==> src/rtl/hazard_control_unit_pkg.sv <==
// Shared pipeline definitions for the hazard control unit: FSM encoding,
// timeout default, the hard-wired zero register and the load-use test.
package hazard_control_unit_pkg;

  typedef enum logic [1:0] {
    ST_RUN      = 2'd0,
    ST_MEM_WAIT = 2'd1,
    ST_ERROR    = 2'd2
  } hcu_state_e;

  localparam int         DEFAULT_TIMEOUT_CYCLES = 255;
  localparam logic [4:0] REG_X0                 = 5'd0;

  // A load in execute whose destination feeds a source read in decode.
  function automatic logic load_use_hazard(
    input logic       memRead,
    input logic [4:0] rd,
    input logic [4:0] rs1,
    input logic       useRs1,
    input logic [4:0] rs2,
    input logic       useRs2
  );
    return memRead && (rd != REG_X0) &&
           ((useRs1 && (rd == rs1)) || (useRs2 && (rd == rs2)));
  endfunction

endpackage

==> src/rtl/hazard_control_unit_if.sv <==
// Pipeline-side bundle of the hazard control unit: decode/execute/memory
// status in, stall/flush controls and performance counters out.
interface hazard_control_unit_if #(
  parameter int CNT_W = 32
);

  logic [4:0]       RS1_FD;
  logic [4:0]       RS2_FD;
  logic             UseRS1_FD;
  logic             UseRS2_FD;
  logic [4:0]       RD_DE;
  logic             MemRead_DE;
  logic             BranchTaken_DE;
  logic             DMemReq_EM;
  logic             DMemReady;

  logic             Stall_F;
  logic             Stall_D;
  logic             Stall_E;
  logic             Stall_M;
  logic             Flush_D;
  logic             Flush_E;
  logic             Flush_W;
  logic             MemTimeout;
  logic [CNT_W-1:0] StallCount;
  logic [CNT_W-1:0] FlushCount;

  modport master (
    output RS1_FD, RS2_FD, UseRS1_FD, UseRS2_FD, RD_DE, MemRead_DE,
           BranchTaken_DE, DMemReq_EM, DMemReady,
    input  Stall_F, Stall_D, Stall_E, Stall_M, Flush_D, Flush_E, Flush_W,
           MemTimeout, StallCount, FlushCount
  );

  modport slave (
    input  RS1_FD, RS2_FD, UseRS1_FD, UseRS2_FD, RD_DE, MemRead_DE,
           BranchTaken_DE, DMemReq_EM, DMemReady,
    output Stall_F, Stall_D, Stall_E, Stall_M, Flush_D, Flush_E, Flush_W,
           MemTimeout, StallCount, FlushCount
  );

endinterface

==> src/rtl/hazard_control_unit_sat_counter.sv <==
// Saturating up-counter with synchronous clear; holds at all-ones once full.
module sat_counter #(
  parameter int WIDTH = 32
) (
  input  logic             clk,
  input  logic             clr_i,
  input  logic             en_i,
  output logic [WIDTH-1:0] count_o
);

  logic [WIDTH-1:0] count_q;

  always_ff @(posedge clk) begin
    if (clr_i) begin
      count_q <= '0;
    end else if (en_i && (count_q != '1)) begin
      count_q <= count_q + WIDTH'(1);
    end
  end

  assign count_o = count_q;

endmodule

==> src/rtl/hazard_control_unit.sv <==
// Pipeline hazard control: memory-wait freeze with timeout, branch flush and
// load-use stall, all combinational, plus stall/flush performance counters.
module hazard_control_unit
  import hazard_control_unit_pkg::*;
#(
  parameter int TIMEOUT_CYCLES = DEFAULT_TIMEOUT_CYCLES,
  parameter int CNT_W          = 32
) (
  input  logic                 clk,
  input  logic                 rst,
  hazard_control_unit_if.slave hz
);

  localparam int                WAIT_W    = $clog2(TIMEOUT_CYCLES + 1);
  localparam logic [WAIT_W-1:0] TIMEOUT_V = WAIT_W'(TIMEOUT_CYCLES);

  hcu_state_e        state_q, state_d;
  logic [WAIT_W-1:0] wait_q, wait_d, waitInc;
  logic              freeze, normalEval, loadUse;
  logic              frz, branchFlush, luStall;
  logic [CNT_W-1:0]  stallCount, flushCount;

  always_ff @(posedge clk) begin
    if (rst) begin
      state_q <= ST_RUN;
      wait_q  <= '0;
    end else begin
      state_q <= state_d;
      wait_q  <= wait_d;
    end
  end

  // Ready in MEM_WAIT releases the freeze in the same cycle it arrives.
  always_comb begin
    state_d    = state_q;
    wait_d     = wait_q;
    freeze     = 1'b0;
    normalEval = 1'b0;
    waitInc    = wait_q + WAIT_W'(1);
    unique case (state_q)
      ST_RUN: begin
        if (hz.DMemReq_EM && !hz.DMemReady) begin
          freeze  = 1'b1;
          state_d = ST_MEM_WAIT;
          wait_d  = '0;
        end else begin
          normalEval = 1'b1;
        end
      end
      ST_MEM_WAIT: begin
        if (!hz.DMemReady) begin
          freeze = 1'b1;
          wait_d = waitInc;
          if (waitInc == TIMEOUT_V) begin
            state_d = ST_ERROR;
          end
        end else begin
          normalEval = 1'b1;
          state_d    = ST_RUN;
        end
      end
      ST_ERROR: begin
        freeze = 1'b1;
      end
      default: begin
        state_d = ST_RUN;
      end
    endcase
  end

  assign loadUse = load_use_hazard(hz.MemRead_DE, hz.RD_DE,
                                   hz.RS1_FD, hz.UseRS1_FD,
                                   hz.RS2_FD, hz.UseRS2_FD);

  // Reset masks every control; a taken branch squashes the load-use stall.
  assign frz         = !rst && freeze;
  assign branchFlush = !rst && normalEval && hz.BranchTaken_DE;
  assign luStall     = !rst && normalEval && !hz.BranchTaken_DE && loadUse;

  assign hz.Stall_F    = frz | luStall;
  assign hz.Stall_D    = frz | luStall;
  assign hz.Stall_E    = frz;
  assign hz.Stall_M    = frz;
  assign hz.Flush_D    = branchFlush;
  assign hz.Flush_E    = branchFlush | luStall;
  assign hz.Flush_W    = frz;
  assign hz.MemTimeout = (state_q == ST_ERROR);

  sat_counter #(.WIDTH(CNT_W)) u_stall_cnt (
    .clk     (clk),
    .clr_i   (rst),
    .en_i    (frz | luStall),
    .count_o (stallCount)
  );

  sat_counter #(.WIDTH(CNT_W)) u_flush_cnt (
    .clk     (clk),
    .clr_i   (rst),
    .en_i    (branchFlush),
    .count_o (flushCount)
  );

  assign hz.StallCount = stallCount;
  assign hz.FlushCount = flushCount;

endmodule

==> src/flat_wrapper.sv <==
// flat-port wrapper written by rule: the top's interface ports become plain ports
module hazard_control_unit_flat import hazard_control_unit_pkg::*;
#(
  parameter int TIMEOUT_CYCLES = DEFAULT_TIMEOUT_CYCLES,
  parameter int CNT_W          = 32
)
  (clk, rst, hz_RS1_FD, hz_RS2_FD, hz_UseRS1_FD, hz_UseRS2_FD, hz_RD_DE, hz_MemRead_DE, hz_BranchTaken_DE, hz_DMemReq_EM, hz_DMemReady, hz_Stall_F, hz_Stall_D, hz_Stall_E, hz_Stall_M, hz_Flush_D, hz_Flush_E, hz_Flush_W, hz_MemTimeout, hz_StallCount, hz_FlushCount);
  hazard_control_unit_if #(.CNT_W(CNT_W)) hz_i ();
  input  logic clk;
  input  logic rst;
  input wire logic [$bits(hz_i.RS1_FD)-1:0] hz_RS1_FD;
  input wire logic [$bits(hz_i.RS2_FD)-1:0] hz_RS2_FD;
  input wire logic [$bits(hz_i.UseRS1_FD)-1:0] hz_UseRS1_FD;
  input wire logic [$bits(hz_i.UseRS2_FD)-1:0] hz_UseRS2_FD;
  input wire logic [$bits(hz_i.RD_DE)-1:0] hz_RD_DE;
  input wire logic [$bits(hz_i.MemRead_DE)-1:0] hz_MemRead_DE;
  input wire logic [$bits(hz_i.BranchTaken_DE)-1:0] hz_BranchTaken_DE;
  input wire logic [$bits(hz_i.DMemReq_EM)-1:0] hz_DMemReq_EM;
  input wire logic [$bits(hz_i.DMemReady)-1:0] hz_DMemReady;
  output wire logic [$bits(hz_i.Stall_F)-1:0] hz_Stall_F;
  output wire logic [$bits(hz_i.Stall_D)-1:0] hz_Stall_D;
  output wire logic [$bits(hz_i.Stall_E)-1:0] hz_Stall_E;
  output wire logic [$bits(hz_i.Stall_M)-1:0] hz_Stall_M;
  output wire logic [$bits(hz_i.Flush_D)-1:0] hz_Flush_D;
  output wire logic [$bits(hz_i.Flush_E)-1:0] hz_Flush_E;
  output wire logic [$bits(hz_i.Flush_W)-1:0] hz_Flush_W;
  output wire logic [$bits(hz_i.MemTimeout)-1:0] hz_MemTimeout;
  output wire logic [$bits(hz_i.StallCount)-1:0] hz_StallCount;
  output wire logic [$bits(hz_i.FlushCount)-1:0] hz_FlushCount;
  assign hz_i.RS1_FD = hz_RS1_FD;
  assign hz_i.RS2_FD = hz_RS2_FD;
  assign hz_i.UseRS1_FD = hz_UseRS1_FD;
  assign hz_i.UseRS2_FD = hz_UseRS2_FD;
  assign hz_i.RD_DE = hz_RD_DE;
  assign hz_i.MemRead_DE = hz_MemRead_DE;
  assign hz_i.BranchTaken_DE = hz_BranchTaken_DE;
  assign hz_i.DMemReq_EM = hz_DMemReq_EM;
  assign hz_i.DMemReady = hz_DMemReady;
  assign hz_Stall_F = hz_i.Stall_F;
  assign hz_Stall_D = hz_i.Stall_D;
  assign hz_Stall_E = hz_i.Stall_E;
  assign hz_Stall_M = hz_i.Stall_M;
  assign hz_Flush_D = hz_i.Flush_D;
  assign hz_Flush_E = hz_i.Flush_E;
  assign hz_Flush_W = hz_i.Flush_W;
  assign hz_MemTimeout = hz_i.MemTimeout;
  assign hz_StallCount = hz_i.StallCount;
  assign hz_FlushCount = hz_i.FlushCount;
  hazard_control_unit #(.TIMEOUT_CYCLES(TIMEOUT_CYCLES), .CNT_W(CNT_W)) u_core (.clk(clk), .rst(rst), .hz(hz_i));
endmodule
==> config.mk <==
export PLATFORM = sky130hd
export DESIGN_NAME = hazard_control_unit_flat
export DESIGN_NICKNAME = d
export VERILOG_FILES = /design/src/rtl/hazard_control_unit_pkg.sv /design/src/rtl/hazard_control_unit_if.sv /design/src/rtl/hazard_control_unit_sat_counter.sv /design/src/rtl/hazard_control_unit.sv /design/src/flat_wrapper.sv
export SDC_FILE = /design/constraint.sdc
export NUM_CORES = 1
export LEC_CHECK = 0
export BUFFER_PORTS_ARGS = -buffer_cell sky130_fd_sc_hd__buf_2
export CORE_MARGIN = 1
export CORE_UTILIZATION = 33
export DETAILED_ROUTE_END_ITERATION = 8
export GPL_TIMING_DRIVEN = 0
export PLACE_DENSITY_LB_ADDON = 0.2
export SLEW_MARGIN = 20
export SYNTH_ARGS = -nofsm -noshare
export SYNTH_HDL_FRONTEND = slang
export SYNTH_SLANG_ARGS = --single-unit
export TNS_END_PERCENT = 30
==> constraint.sdc <==
create_clock -name clk -period 7.5 [get_ports clk]
set_clock_uncertainty 0.15 [all_clocks]
set_input_delay 0 -clock clk [delete_from_list [all_inputs] [get_ports clk]]
set_output_delay 0 -clock clk [all_outputs]
set_load 0.005 [all_outputs]
-- Word-level counts from Yosys, hierarchy flattened
Index checks and enable logic that the tools add are counted.
- register bits: 74
- input port bits: 23
- logic and storage cells: 54
- bitwise gates (word level): 3
- mux-type cells: 13
- reductions and logical operators: 21
- add/subtract/negate cells: 3
- equality and inequality tests: 10
- operators by type and width (operator ; number):
    32-bit by 1-bit adder with 32-bit output (second input constant) ; 2
    32-bit inequality test (second input constant) ; 2
    8-bit two-way mux ; 2
    8-bit case mux with 2 select lines ; 1
    1-bit logical AND ; 12
    5-bit equality test ; 2
    8-bit by 1-bit adder with 8-bit output (second input constant) ; 1
    8-bit equality test (second input constant) ; 1
    2-bit two-way mux ; 3
    2-bit case mux with 3 select lines ; 1
    3-bit AND reduction ; 2
    5-bit nonzero test ; 1
    1-bit two-way mux ; 4
    1-bit zero test ; 3
    3-bit by 2-bit inequality test with 1-bit output (second input constant) ; 1
    1-bit case mux with 3 select lines ; 1
    2-bit by 1-bit equality test with 1-bit output (second input constant) ; 1
    2-bit equality test (second input constant) ; 1
    2-bit zero test ; 1
    2-bit by 1-bit inequality test with 1-bit output (second input constant) ; 1
    2-bit inequality test (second input constant) ; 1
    1-bit OR ; 2
    1-bit case mux with 2 select lines ; 1
    2-bit nonzero test ; 1
    other kinds (2) ; 2

-- Longest topological paths before layout
- depth in word-level cells: 9
- depth in mapped cells: 9

-- Modules after synthesis
A second synthesis with hierarchy kept.
- cell total of the unflattened synthesis: 488
- area total of the unflattened synthesis: 4065.1 um2
- modules (own cells, without submodules) (module ; area an instance (um2) ; sequential area each (um2) ; cells an instance ; times used):
    sat_counter ; 1674.1 ; 640.6 ; 199 ; 2
    hazard_control_unit ; 716.9 ; 200.2 ; 90 ; 1

-- Worst setup path after synthesis
Ideal clock, no wire load.
- path type: reg2reg
- start point: register u_core.u_stall_cnt.count_q[0] (netlist: u_core.u_stall_cnt.count_o[0])
- end point: register u_core.u_stall_cnt.count_q[1] (netlist: u_core.u_stall_cnt.count_o[1])
- required time: 7.222 ns
- clock period less this slack: 2.553 ns
- setup slack: 4.947 ns
- path buffers: 2
- cell stages (with the launch flop): 10
- arrival: 2.276 ns
- cells stage by stage: dfxtp_1 ha_1 nand3_1 or4_4 or4_4 nand3_4 buf_6 buf_12 mux2i_1 nor2_1
- word-level cells in the longest chain between the ends: 2
- elaborated cells on any way between the ends: 3
- classes of those cells: 1 x add/sub; 1 x eq/ne; 1 x reduce/logical
- ends and longest elaborated chain (what ; RTL line ; text):
    start, declared ; hazard_control_unit_sat_counter.sv:11 ; logic [WIDTH-1:0] count_q;
    start signal, assigned ; hazard_control_unit_sat_counter.sv:17 ; count_q <= count_q + WIDTH'(1);
    parallel branches: the longest is 2 deep, another holds 32-bit by 1-bit adder with 32-bit output ; n/a ;
Several ways; the timed one is not identified.
A chain may end at the register's enable or synchronous reset.

-- Worst setup path after layout
Ends and elaborated chain as after synthesis.

==> results by group <==
Final layout
  – N_diodes: 0
  – Most frequent cells in the layout: 94 x buf_2, 74 x dfxtp_1, 58 x nor2_1
  – Finished Core Util: 42.2%
  – Final #Nets: 609
  – Share of layout cells above drive strength 1: 22.7%
  – Layout area overhead: 24.5%
  – Fin cells: 730
  – Commonest non-fill, non-tap cell in the layout: buf_2

Power
  – Pwr Total: 839 uW
  – Worst-case vdd ir drop: 153 uV
  – Leakage: 1.88 nW
  – Power Density: 174 nW/um^2

STA
  – Final Hold Viols: 0
  – Worst-Margin Slew: 0.810 ns
  – Setup tns final: 0 ns
  – RSZ-0062 raised after global routing: no
  – Fmax: 353 MHz
  – Final period util: 37.7%
  – Setup-failing EPs final: 0
  – Slew Viols, Final: 0
  – Slew headroom: 45.3%
  – Worst hold slack: 0.174 ns
  – Tmin final: 2.83 ns

Floorplanning
  – Boundary pin count: 95
  – Die Y-Extent: 110 um
  – Initial core utilization: 33.9%
  – Row cnt: 39
  – Core ar.: 11400 sq um
  – Die area: 12200 sq um
  – Width of the die: 110 um

Detailed routing
  – Antenna Nets Post-Route: 0
  – Via count: 3848
  – DRT iter0 DRCs: 208
  – DR pass1 iterations: 4
  – Wirelength per Cell: 14.1 um
  – Remaining DRCs: 0
  – Vias per cell: 5.27
  – DRT Wirelength: 10.3 mm

Clock network
  – CTS tree: yes
  – PostCTS Resize Cnt: 0
  – CTS sink cnt: 74
  – Post-CTS Setup Repair Bufs: 0
  – CTS root buf: clkbuf_16
  – Later-pin clock latency in the skew report: 0.34 ns
  – Hold buffers post-CTS: 2
  – CTS Buffer Depth: 2
  – Cts bufs inserted: 9
  – Worst-path clk slew: 0.06 ns
  – H-tree depth: 3

Synthesis
  – Yosys cell types: 46
  – Top cells by area, synth: dfxtp_1 38%, xor2_1 7.2%, nand4_1 5.8%
  – Net Count, Synth: 502
  – Seq cells post-synth: 74
  – Register area share after synthesis: 38.3%
  – Ys async rst share: 0%
  – Synth Warn #: 0
  – Number of synthesized flops with an enable pin: 0
  – Synth top area share: 38.3%
  – Dominant synthesized flop cell: dfxtp_1
  – Post-Syn Area: 3870 sq um
  – Mapped Cells: 475
  – Synth Area per Inst: 8.15 sq um
  – Yosys top cell by area: dfxtp_1

Setup path
  – Worst r2r src: u_core.u_stall_cnt.count_o[0]
  – Crit. End Element: register
  – Worst Setup Start Kind: register
  – Largest stage delay, worst path: 0.58 ns
  – CP max FO: 10
  – Critical Path Start: u_core.u_stall_cnt.count_o[0]
  – WP data required: 7.56 ns
  – Crit path top cell by count: or4_4
  – Critical Path AT: 2.89 ns
  – Critical-path cell list: ha_1, nand3_1, or4_4, or4_4, nand3_4, buf_6, buf_12, mux2i_1, nor2_1
  – Top cell family by delay on the critical path: simple AND/OR/NAND/NOR gates
  – Setup CP Type: reg2reg
  – Slowest CP cell: or4_4
  – Register-to-Register Path Depth: 9
  – WP buf/inv: 2
  – WP depth: 9

Place
  – Cells after DPL: 712
  – Routability cong.: 0.804
  – DP HPWL: 7.64 mm
  – PortBufs: 94

Worst hold path
  – Type of the worst min-delay path: in2reg
  – Worst Hold Depth: 6
  – Min-delay src: hz_UseRS2_FD

Global routing
  – Vias in the first global route: 3408
  – GR Overflow Total: 0
  – Initial antenna violation count: 0
  – Gr usage total: 17.5%
  – Largest net degree at the start of global routing: 13
  – Global-route wire length before repair: 16.4 mm

Status
  – Status: complete, no violations

Run
  – Maxcap violations: 0
==> Yosys cell counts (all sizes together), types with 2 or more instances <==
cell / count
a21oi: 41
and2: 3
and3: 14
and4: 4
buf: 7
clkbuf: 11
dfxtp: 74
ha: 4
inv: 11
nand2: 35
nand3: 33
nand4: 36
nand4b: 2
nor2: 58
nor3: 8
nor4: 6
o211ai: 2
o21ai: 28
o31ai: 7
or2: 2
or3: 21
or4: 10
xnor2: 14
xor2: 32
==> final timing paths <==
path / to / slack, ns
worst max-delay path: u_core.u_stall_cnt.count_o[1] / 4.67
worst min-delay path: u_core.u_stall_cnt.count_o[12] / 0.17
worst max register to register: u_core.u_stall_cnt.count_o[1] / 4.67
worst min register to register: u_core.u_flush_cnt.count_o[1] / 0.35
==> state kept, by name (all words and copies together) (netlist names) <==
signal,flops
u_core.u_flush_cnt.count_o,32
u_core.state_q,2
u_core.u_stall_cnt.count_o,32
u_core.wait_q,8
==> worst reg2reg max path, delay by kind of cell (launching register included) <==
kind          cells  cell delay [ns]
simple gates      5             1.48
fa+ha+maj         1             0.19
mux               1             0.18
buf+inv           2             0.30
flops             1             0.39
==> stage by stage <==
step | worst slack (ns) | cell area [sq um]
after CTS | 4.66 | 4810
after global routing | 4.48 | 4820
after detailed placement | 4.66 | 4520
after global placement | 4.71 | 4520
after floorplan | 4.95 | 3870
final | 4.67 | 4820
==> report_power, final <==
part	internal [mW]	switching [mW]
clock	0.233	0.166
combinational	0.0176	0.0266
sequential	0.394	0.00128
==> final cells by class <==
class | count | area (sq um)
plain buffers | 18 | 121
well taps | 143 | 179
inverters | 11 | 41.3
clock inverters | 4 | 26.3
multi-input cells | 372 | 2230
flip-flops and latches | 74 | 1480
fillers | 1207 | 6600
clock buffers | 12 | 246
repair buffers | 96 | 490
==> routing by layer <==
| metal | GRT usage (%) | share of wire, % | vias to the layer above |
|---|---|---|---|
| li1 | - | - | 1949 |
| met1 | 21.6 | 46 | 1823 |
| met2 | 28.4 | 48 | 63 |
| met3 | 5.64 | 5.0 | 13 |
| met4 | 6.39 | 1.5 | 0 |
| met5 | 0 | 0 | - |
==> cell families (layout without fill, tap and decap cells) <==
| group | after synthesis | count (layout) | share of synthesized area [%] |
|---|---|---|---|
| xor+xnor | 46 | 46 | 10.4 |
| mux | 1 | 1 | 0.259 |
| fa+ha+maj | 4 | 4 | 1.29 |
| buf+inv | 29 | 141 | 4.20 |
| flops | 74 | 74 | 38.3 |
| compound gates | 86 | 86 | 13.4 |
| simple gates | 235 | 235 | 32.1 |
(Power assumes the default switching activity.)
